--- src/rtl/ldpc_pkg.sv ---
`default_nettype none
// +--------------------------------------------------------------------------+
// | ldpc_pkg : shared LDPC decoder sizing, LLR limits and saturation helper  |
// | Rev 1.0                                                                  |
// +--------------------------------------------------------------------------+
package ldpc_pkg;

  localparam int DATA_W  = 8;
  localparam int R       = 5;
  localparam int D       = 8;
  localparam int N       = R * D;
  localparam int SAT_W   = 32;
  localparam int LLR_MAX = 2 ** (DATA_W - 1) - 1;
  localparam int LLR_MIN = -LLR_MAX;

  typedef logic [DATA_W-1:0] llr_t;

  // Symmetric clamp: the most negative code never appears downstream.
  function automatic llr_t sat_llr(input logic signed [SAT_W-1:0] x);
    if (x > LLR_MAX) return llr_t'(LLR_MAX);
    if (x < LLR_MIN) return llr_t'(LLR_MIN);
    return x[DATA_W-1:0];
  endfunction

endpackage
`default_nettype wire

--- src/rtl/llr_bank.sv ---
`default_nettype none
// +--------------------------------------------------------------------------+
// | llr_bank : DEPTH x WORD_W register bank, indexed write, parallel read    |
// | Rev 1.0                                                                  |
// +--------------------------------------------------------------------------+
module llr_bank
  import ldpc_pkg::*;
#(
  parameter int WORD_W = DATA_W,
  parameter int DEPTH  = N,
  parameter int IDX_W  = $clog2(DEPTH)
) (
  input  logic                    clk,
  input  logic                    i_we,
  input  logic [IDX_W-1:0]        i_idx,
  input  logic [WORD_W-1:0]       i_data,
  output logic [WORD_W*DEPTH-1:0] o_bus
);

  for (genvar i = 0; i < DEPTH; i++) begin : g_word
    logic [WORD_W-1:0] r_word;

    always_ff @(posedge clk) begin
      if (i_we && (i_idx == IDX_W'(i))) r_word <= i_data;
    end

    assign o_bus[i*WORD_W +: WORD_W] = r_word;
  end

endmodule
`default_nettype wire

--- src/rtl/llr_loader.sv ---
`default_nettype none
// +--------------------------------------------------------------------------+
// | llr_loader : serial channel-LLR intake, saturation, ping-pong framing    |
// | Rev 1.0                                                                  |
// +--------------------------------------------------------------------------+
module llr_loader
  import ldpc_pkg::*;
#(
  parameter int IN_W = 10
) (
  input  logic                clk,
  input  logic                rst,
  input  logic [IN_W-1:0]     in_llr,
  input  logic                in_valid,
  input  logic                in_sof,
  output logic                in_ready,
  output logic [DATA_W*N-1:0] frame_llr,
  output logic                frame_valid,
  input  logic                frame_ack,
  output logic                frame_err
);

  localparam int               CNT_W  = $clog2(N);
  localparam logic [CNT_W-1:0] C_LAST = CNT_W'(N - 1);

  logic [CNT_W-1:0]    r_wr_cnt;
  logic                r_wr_bank;
  logic                r_rd_bank;
  logic [1:0]          r_full;
  logic                r_err;

  logic                w_acc;
  logic                w_resync;
  logic                w_last;
  logic                w_ack;
  logic [CNT_W-1:0]    w_idx;
  logic [1:0]          w_full_nxt;
  logic [SAT_W-1:0]    w_sample_ext;
  llr_t                w_sat;
  logic [DATA_W*N-1:0] w_bus [2];

  assign in_ready = !rst && !r_full[r_wr_bank];
  assign w_acc    = in_valid && in_ready;
  assign w_resync = w_acc && in_sof && (r_wr_cnt != '0);
  assign w_idx    = w_resync ? '0 : r_wr_cnt;
  assign w_last   = w_acc && (w_idx == C_LAST);
  assign w_ack    = r_full[r_rd_bank] && frame_ack;

  assign w_sample_ext = {{(SAT_W - IN_W){in_llr[IN_W-1]}}, in_llr};
  assign w_sat        = sat_llr(w_sample_ext);

  for (genvar b = 0; b < 2; b++) begin : g_bank
    llr_bank #(
      .WORD_W (DATA_W),
      .DEPTH  (N),
      .IDX_W  (CNT_W)
    ) u_bank (
      .clk    (clk),
      .i_we   (w_acc && (r_wr_bank == 1'(b))),
      .i_idx  (w_idx),
      .i_data (w_sat),
      .o_bus  (w_bus[b])
    );
  end

  // Completion and ack never target the same bank: a full write bank blocks accepts.
  always_comb begin
    w_full_nxt = r_full;
    if (w_ack)  w_full_nxt[r_rd_bank] = 1'b0;
    if (w_last) w_full_nxt[r_wr_bank] = 1'b1;
  end

  always_ff @(posedge clk) begin
    if (rst) begin
      r_wr_cnt  <= '0;
      r_wr_bank <= 1'b0;
      r_rd_bank <= 1'b0;
      r_full    <= 2'b00;
      r_err     <= 1'b0;
    end else begin
      r_err  <= w_resync;
      r_full <= w_full_nxt;
      if (w_acc) begin
        r_wr_cnt <= w_last ? '0 : w_idx + 1'b1;
        if (w_last) r_wr_bank <= ~r_wr_bank;
      end
      if (w_ack) r_rd_bank <= ~r_rd_bank;
    end
  end

  assign frame_valid = r_full[r_rd_bank];
  assign frame_llr   = r_rd_bank ? w_bus[1] : w_bus[0];
  assign frame_err   = r_err;

endmodule
`default_nettype wire

--- config.mk ---
export PLATFORM = sky130hd
export DESIGN_NAME = llr_loader
export DESIGN_NICKNAME = d
export VERILOG_FILES = /design/src/rtl/ldpc_pkg.sv /design/src/rtl/llr_bank.sv /design/src/rtl/llr_loader.sv
export SDC_FILE = /design/constraint.sdc
export NUM_CORES = 1
export LEC_CHECK = 0
export ABC_AREA = 0
export CORE_MARGIN = 2
export CORE_UTILIZATION = 49
export CTS_CLUSTER_DIAMETER = 80
export DETAILED_ROUTE_END_ITERATION = 7
export PLACE_DENSITY = 0.76
export SKIP_LAST_GASP = 1
export SYNTH_ARGS = -nofsm -noshare
export SYNTH_HDL_FRONTEND = slang
export SYNTH_SLANG_ARGS = --single-unit
--- constraint.sdc ---
create_clock -name clk -period 3.45 [get_ports clk]
set_input_delay 0.69 -clock clk [delete_from_list [all_inputs] [get_ports clk]]
set_output_delay 0.69 -clock clk [all_outputs]
set_load 0.01 [all_outputs]
==> flow_metrics.tcl, run 1 <==
set metrics [dict create \
    synth_edf_count 640 \
    coreArea_mm2 0.0488 \
    synthCells 1213 \
    ys_warn_count 0 \
    fill_cells 3402 \
    cp.required_ns 2.76 \
    h-tree-depth 2 \
    cts_buffers 61 \
    rrSetupSlack_ns 0.81 \
    netlist_area_mm2 0.0242 \
    root_buffer "clkbuf_16" \
    synth_compound_area_frac 0.00594 \
    timing.final.crit_share 0.931 \
    cts_num_sinks 651 \
    synth_area_leaders "edfxtp_1, mux2_2, nor2_1" \
    post-cts-setup-buffer-count 0 \
    grt_pass1_vias 12800 \
    final.setup_skew_ns 0.00857 \
    period_minus_slack_ns 3.21 \
    synthXorXnorAreaFrac 0.000361 \
    syn_nets 1232 \
    die_w_um 226 \
    cts_resized 0 \
    cts_tree "done" \
    drv_slew 0 \
    pwr-share-comb 0.022 \
    drv_cap 0 \
    place_hpwl_mm 33.9 \
    outcome "complete, no violations" \
    synthTopCellsByCount "edfxtp_1, mux2_2, nor2_1" \
    num_vias 12500 \
    antenna_found_initial 0 \
    initial_utilization 0.496 \
    area.sequential_mm2 0.0194 \
    worstSetupPathType "reg2out" \
    ys_seq_area_frac 0.802 \
    min_path_type "reg2reg" \
    diodes 0 \
    portBuffers 337 \
    dieArea_mm2 0.0512 \
    synthAdderAreaFrac 0.00207 \
    fin_setup_tns_ns 0 \
    vdd.ir_drop.worst_uv 421 \
    nNetsFinal 1683 \
    synth-seq-cells 651 \
    wl_per_cell_um 23.4 \
    finalSetupViolCount 0 \
    dieHeight_um 226 \
    drc 0 \
    p_seq_frac 0.562 \
    powerDensity_mw_per_mm2 502 \
    holdPathStages 2 \
    clock_path_buffers 3 \
    r2r-end "g_bank[1].u_bank.g_word[5].r_word[3]$_DFFE_PP_" \
    crit_fanout 93 \
    areaGrowthSynthToFinish_pct 28.1 \
    critPathArrivalTime_ns 2.52 \
    p_int_mw 12.6 \
    grt_use_total 0.217 \
    clkPwrFrac 0.416 \
    ctsHoldBuffers 0 \
    hold_viol_final 0 \
    io-pin-count 338 \
    placement.cell_area_mm2 0.0291 \
    r2r-start "r_wr_bank$_SDFFE_PP0P_" \
    post-synth-top-area-cell "edfxtp_1" \
    end_kind "output pin" \
    grt_pass1_wl_mm 80.6 \
    synth_top_family_by_area "multiplexers" \
    wl_mm 55.8 \
    start_kind "flop" \
    clkTransAtPathRegs_ns 0.06 \
    final_area_mm2 0.0310 \
    rows 81 \
    grt_max_degree 94 \
    hp-start "r_wr_cnt[1]$_SDFFE_PP0N_" \
    muxShareOfSynthArea 0.150 \
    switching_share 0.193 \
    vias_per_cell 5.26 \
    multi_input_area_mm2 0.00458 \
    syn_area_per_cell_um2 20.0 \
    reg2regPathDepth 8 \
    synth_top_area_share 0.793 \
    synth_top_flop_cell "edfxtp_1" \
    gr-total-overflow 0 \
    place.gp.congestion 0.778 \
    drt_pass1_iterations 5 \
    async_flop_share 0 \
    postRouteAntennaNets 0 \
    rsz0062_at_grt "false" \
    fmax_mhz 311 \
    synth_most_common_cell "edfxtp_1" \
    slew_headroom 0.270 \
    synth.distinct_cells 42 \
    switching_power_mw 3.01 \
    worst_pin_slew_ns 1.09 \
    synth_simple_gate_area_frac 0.0286 \
    leakagePower_nw 10.1 \
    hold_path_end "r_wr_cnt[1]$_SDFFE_PP0N_" \
    insertion_delay_ns 0.62 \
    drive_above_1_share 0.304 \
    detail_route.iter0.violations 922 \
]
[flip-flops by register name, summed over array words and instances (netlist names)]
register	flops
g_bank.u_bank.g_word.r_word	640
r_wr_cnt	6
r_full	2
frame_err	1
r_rd_bank	1
r_wr_bank	1
[cells by family after synthesis]
| family | Yosys count |
|---|---|
| AO/OA/AOI/OAI | 21 |
| XOR/XNOR | 1 |
| adder cells (fa/ha/maj) | 4 |
| buffers and inverters | 56 |
| flip-flops | 651 |
| multiplexers | 323 |
| AND/OR/NAND/NOR | 157 |
[stage by stage]
| stage | utilization | power [mW] | hold WS (ns) | setup slack [ns] | cells |
|---|---|---|---|---|---|
| detailed placement | 0.595 | 9.28 | 0.542 | 0.156 | 2265 |
| CTS | 0.635 | 15.7 | 0.553 | 0.195 | 2381 |
| global placement | 0.595 | 9.27 | 0.534 | 0.218 | 2265 |
| floorplan | - | 9.07 | 0.495 | -0.0312 | 1213 |
| finish | 0.635 | 15.6 | 0.550 | 0.239 | 2381 |
| global route | 0.635 | 16.0 | 0.593 | 0.160 | 2381 |
[per-layer routing]
| layer | wire (um) | GRT usage | part of all wire |
|---|---|---|---|
| met3 | 3680 | 0.0428 | 0.066 |
| met4 | 1290 | 0.0677 | 0.023 |
| met5 | 0 | 0 | 0 |
| met1 | 23200 | 0.291 | 0.42 |
| met2 | 27600 | 0.359 | 0.50 |
[worst max-delay path by stage]
stage,start,end,slack [ns],depth (start not counted)
global placement,rst,g_bank[0].u_bank.g_word[5].r_word[2]$_DFFE_PP_,0.22,9
global route,r_rd_bank$_SDFFE_PP0P_,frame_llr[20],0.16,3
floorplan,in_llr[7],g_bank[0].u_bank.g_word[0].r_word[3]$_DFFE_PP_,-0.03,4
finish,r_rd_bank$_SDFFE_PP0P_,frame_llr[316],0.24,3
CTS,r_rd_bank$_SDFFE_PP0P_,frame_llr[21],0.20,3
detailed placement,in_sof,g_bank[0].u_bank.g_word[5].r_word[2]$_DFFE_PP_,0.16,9
[worst max-delay path, stage by stage, from the launching register on]
cell	delay [ns]
dfxtp_4	0.46
buf_12	0.40
mux2_2	0.41
clkdlybuf4s50_1	0.54
[layout make-up]
cell class,instances,area share
inverters,8,0.000968
flip-flops and latches,651,0.626
well taps,664,0.0268
repair buffers,436,0.135
clock buffers,95,0.0563
clock inverters,21,0.00653
multi-input cells,506,0.148
[layout by cell type (no fill, tap or decap), drive strengths merged, types with 9 or more instances in the layout]
master	synthesis	final
dfxtp	11	11
nor2	101	101
buf	41	100
clkinv	0	15
mux2	322	322
inv	8	9
edfxtp	640	640
nand2	23	23
clkbuf	7	95
clkdlybuf4s50	0	336
[power by group through the flow]
stage / clock (mW) / sequential, mW / combinational [mW]
5_1_grt: 6.90 / 8.76 / 0.375
6_report: 6.49 / 8.76 / 0.348
3_3_place_gp: 0 / 8.93 / 0.345
2_1_floorplan: 0 / 8.94 / 0.133
3_5_place_dp: 0 / 8.93 / 0.355
4_1_cts: 6.60 / 8.76 / 0.355
Note: power is estimated with default switching activity, not from simulation.
==> run 2: changes to the inputs <==
- CORE_ASPECT_RATIO: default -> 0.6
- SLEW_MARGIN: default -> 20
==> flow_metrics.tcl, run 2 (synthesized netlist as in run 1, its figures left out) <==
set metrics [dict create \
    place_hpwl_mm 34.6 \
    drc 0 \
    grt_use_total 0.218 \
    hold_viol_final 0 \
    root_buffer "clkbuf_16" \
    place.gp.congestion 0.815 \
    fmax_mhz 315 \
    cts_num_sinks 651 \
    fill_cells 3372 \
    worstSetupPathType "reg2out" \
    diodes 0 \
    rsz0062_at_grt "false" \
    ctsHoldBuffers 0 \
    dieHeight_um 176 \
    areaGrowthSynthToFinish_pct 28.2 \
    powerDensity_mw_per_mm2 500 \
    layout_common_cells "edfxtp_1, clkdlybuf4s50_1, mux2_2" \
    finalSetupViolCount 0 \
    top_layer "met4" \
    gr-total-overflow 0 \
    worst_pin_slew_ns 1.14 \
    initial_utilization 0.493 \
    reg_top3 "g_bank.u_bank.g_word.r_word (640), r_wr_cnt (6), r_full (2)" \
    coreArea_mm2 0.0491 \
    drt_pass1_iterations 5 \
    crit_fanout 105 \
    cts_tree "done" \
    postRouteAntennaNets 0 \
    multi_input_area_mm2 0.00458 \
    rows 63 \
    grt_pass1_vias 12900 \
    cp.required_ns 2.76 \
    rrSetupSlack_ns 0.70 \
    final.setup_skew_ns 0.0183 \
    period_minus_slack_ns 3.17 \
    start_kind "flop" \
    insertion_delay_ns 0.59 \
    io-pin-count 338 \
    grt_pass1_wl_mm 82.4 \
    outcome "complete, no violations" \
    h-tree-depth 2 \
    min_path_type "reg2reg" \
    clock_path_buffers 3 \
    timing.final.crit_share 0.919 \
    dr_wl_met3_mm 3.64 \
    grt_max_degree 106 \
    cts_resized 0 \
    wl_per_cell_um 24.1 \
    largest_reg_flops 640 \
    holdPathStages 2 \
    drive_above_1_share 0.310 \
    drv_slew 0 \
    r2r-start "r_wr_bank$_SDFFE_PP0P_" \
    slew_headroom 0.239 \
    drv_cap 0 \
    clkTransAtPathRegs_ns 0.07 \
    r2r-end "g_bank[1].u_bank.g_word[10].r_word[1]$_DFFE_PP_" \
    whs_ns 0.553 \
    die_w_um 291 \
    nNetsFinal 1681 \
    num_vias 12700 \
    wl_met2_mm 27.2 \
    portBuffers 337 \
    end_kind "output pin" \
    post-cts-setup-buffer-count 0 \
    top_register "g_bank.u_bank.g_word.r_word" \
    vias_per_cell 5.39 \
    antenna_found_initial 1 \
    vdd.ir_drop.worst_uv 398 \
    detail_route.iter0.violations 1044 \
    wl_met1_mm 24.8 \
    reg2regPathDepth 6 \
    setup_ws_ns 0.280 \
    cts_buffers 57 \
    dieArea_mm2 0.0513 \
    pre_cts_slack_ns 0.0972 \
    hp-start "r_wr_cnt[1]$_SDFFE_PP0N_" \
    leakagePower_nw 10.1 \
    final_common_cell "edfxtp_1" \
    p_total_mw 15.5 \
    wl_mm 56.9 \
    hold_path_end "r_wr_cnt[1]$_SDFFE_PP0N_" \
    critPathArrivalTime_ns 2.48 \
    area.sequential_mm2 0.0194 \
]
==> run 2: cell types whose count changed in the layout (fill, tap and decap cells not counted), sizes merged <==
cell and delta:
bufinv +3, clkinvlp +2, buf +2, clkinv +9, clkbuf -27, inv +1
==> run 2: worst max-delay path by stage <==
stage / startpoint / end / slack, ns / cells past startpoint
floorplan: in_llr[7] / g_bank[0].u_bank.g_word[0].r_word[3]$_DFFE_PP_ / -0.03 / 4
global placement: rst / g_bank[0].u_bank.g_word[27].r_word[1]$_DFFE_PP_ / 0.23 / 7
detailed placement: rst / g_bank[0].u_bank.g_word[27].r_word[1]$_DFFE_PP_ / 0.1 / 8
CTS: r_rd_bank$_SDFFE_PP0P_ / frame_llr[78] / 0.23 / 4
global route: r_rd_bank$_SDFFE_PP0P_ / frame_llr[78] / 0.17 / 4
finish: r_rd_bank$_SDFFE_PP0P_ / frame_llr[263] / 0.28 / 3
==> run 2: metal layers <==
metal,global-route usage,up-vias
li1,-,5607
met1,0.311,6549
met2,0.350,458
met3,0.0441,85
met4,0.0533,0
met5,0,-
==> run 2: worst max-delay path, stage by stage, from the launching register on <==
cell             delay (ns)
dfxtp_4                0.39
buf_12                 0.36
mux2_2                 0.46
clkdlybuf4s50_1        0.50
==> run 2: metrics by stage <==
stage / area, um2 / util / instances / setup TNS [ns]
global placement: 29100 / 0.593 / 2251 / 0
CTS: 31000 / 0.632 / 2356 / 0
finish: 31100 / 0.632 / 2357 / 0
global route: 31100 / 0.632 / 2357 / 0
detailed placement: 29100 / 0.594 / 2252 / 0
floorplan: 24200 / - / 1213 / -9.98
==> run 2: layout make-up <==
class                   instances  area share
clock buffers                  68      0.0489
clock inverters                36      0.0118
repair buffers                438       0.139
well taps                     650      0.0262
flip-flops and latches        651       0.626
multi-input cells             506       0.148
inverters                       8    0.000967
==> run 2: power by group <==
group          leakage [nW]  switching (mW)  internal (mW)
combinational          3.34           0.291         0.0859
clock                 0.928            2.74           3.67
sequential             5.84         0.00294           8.75
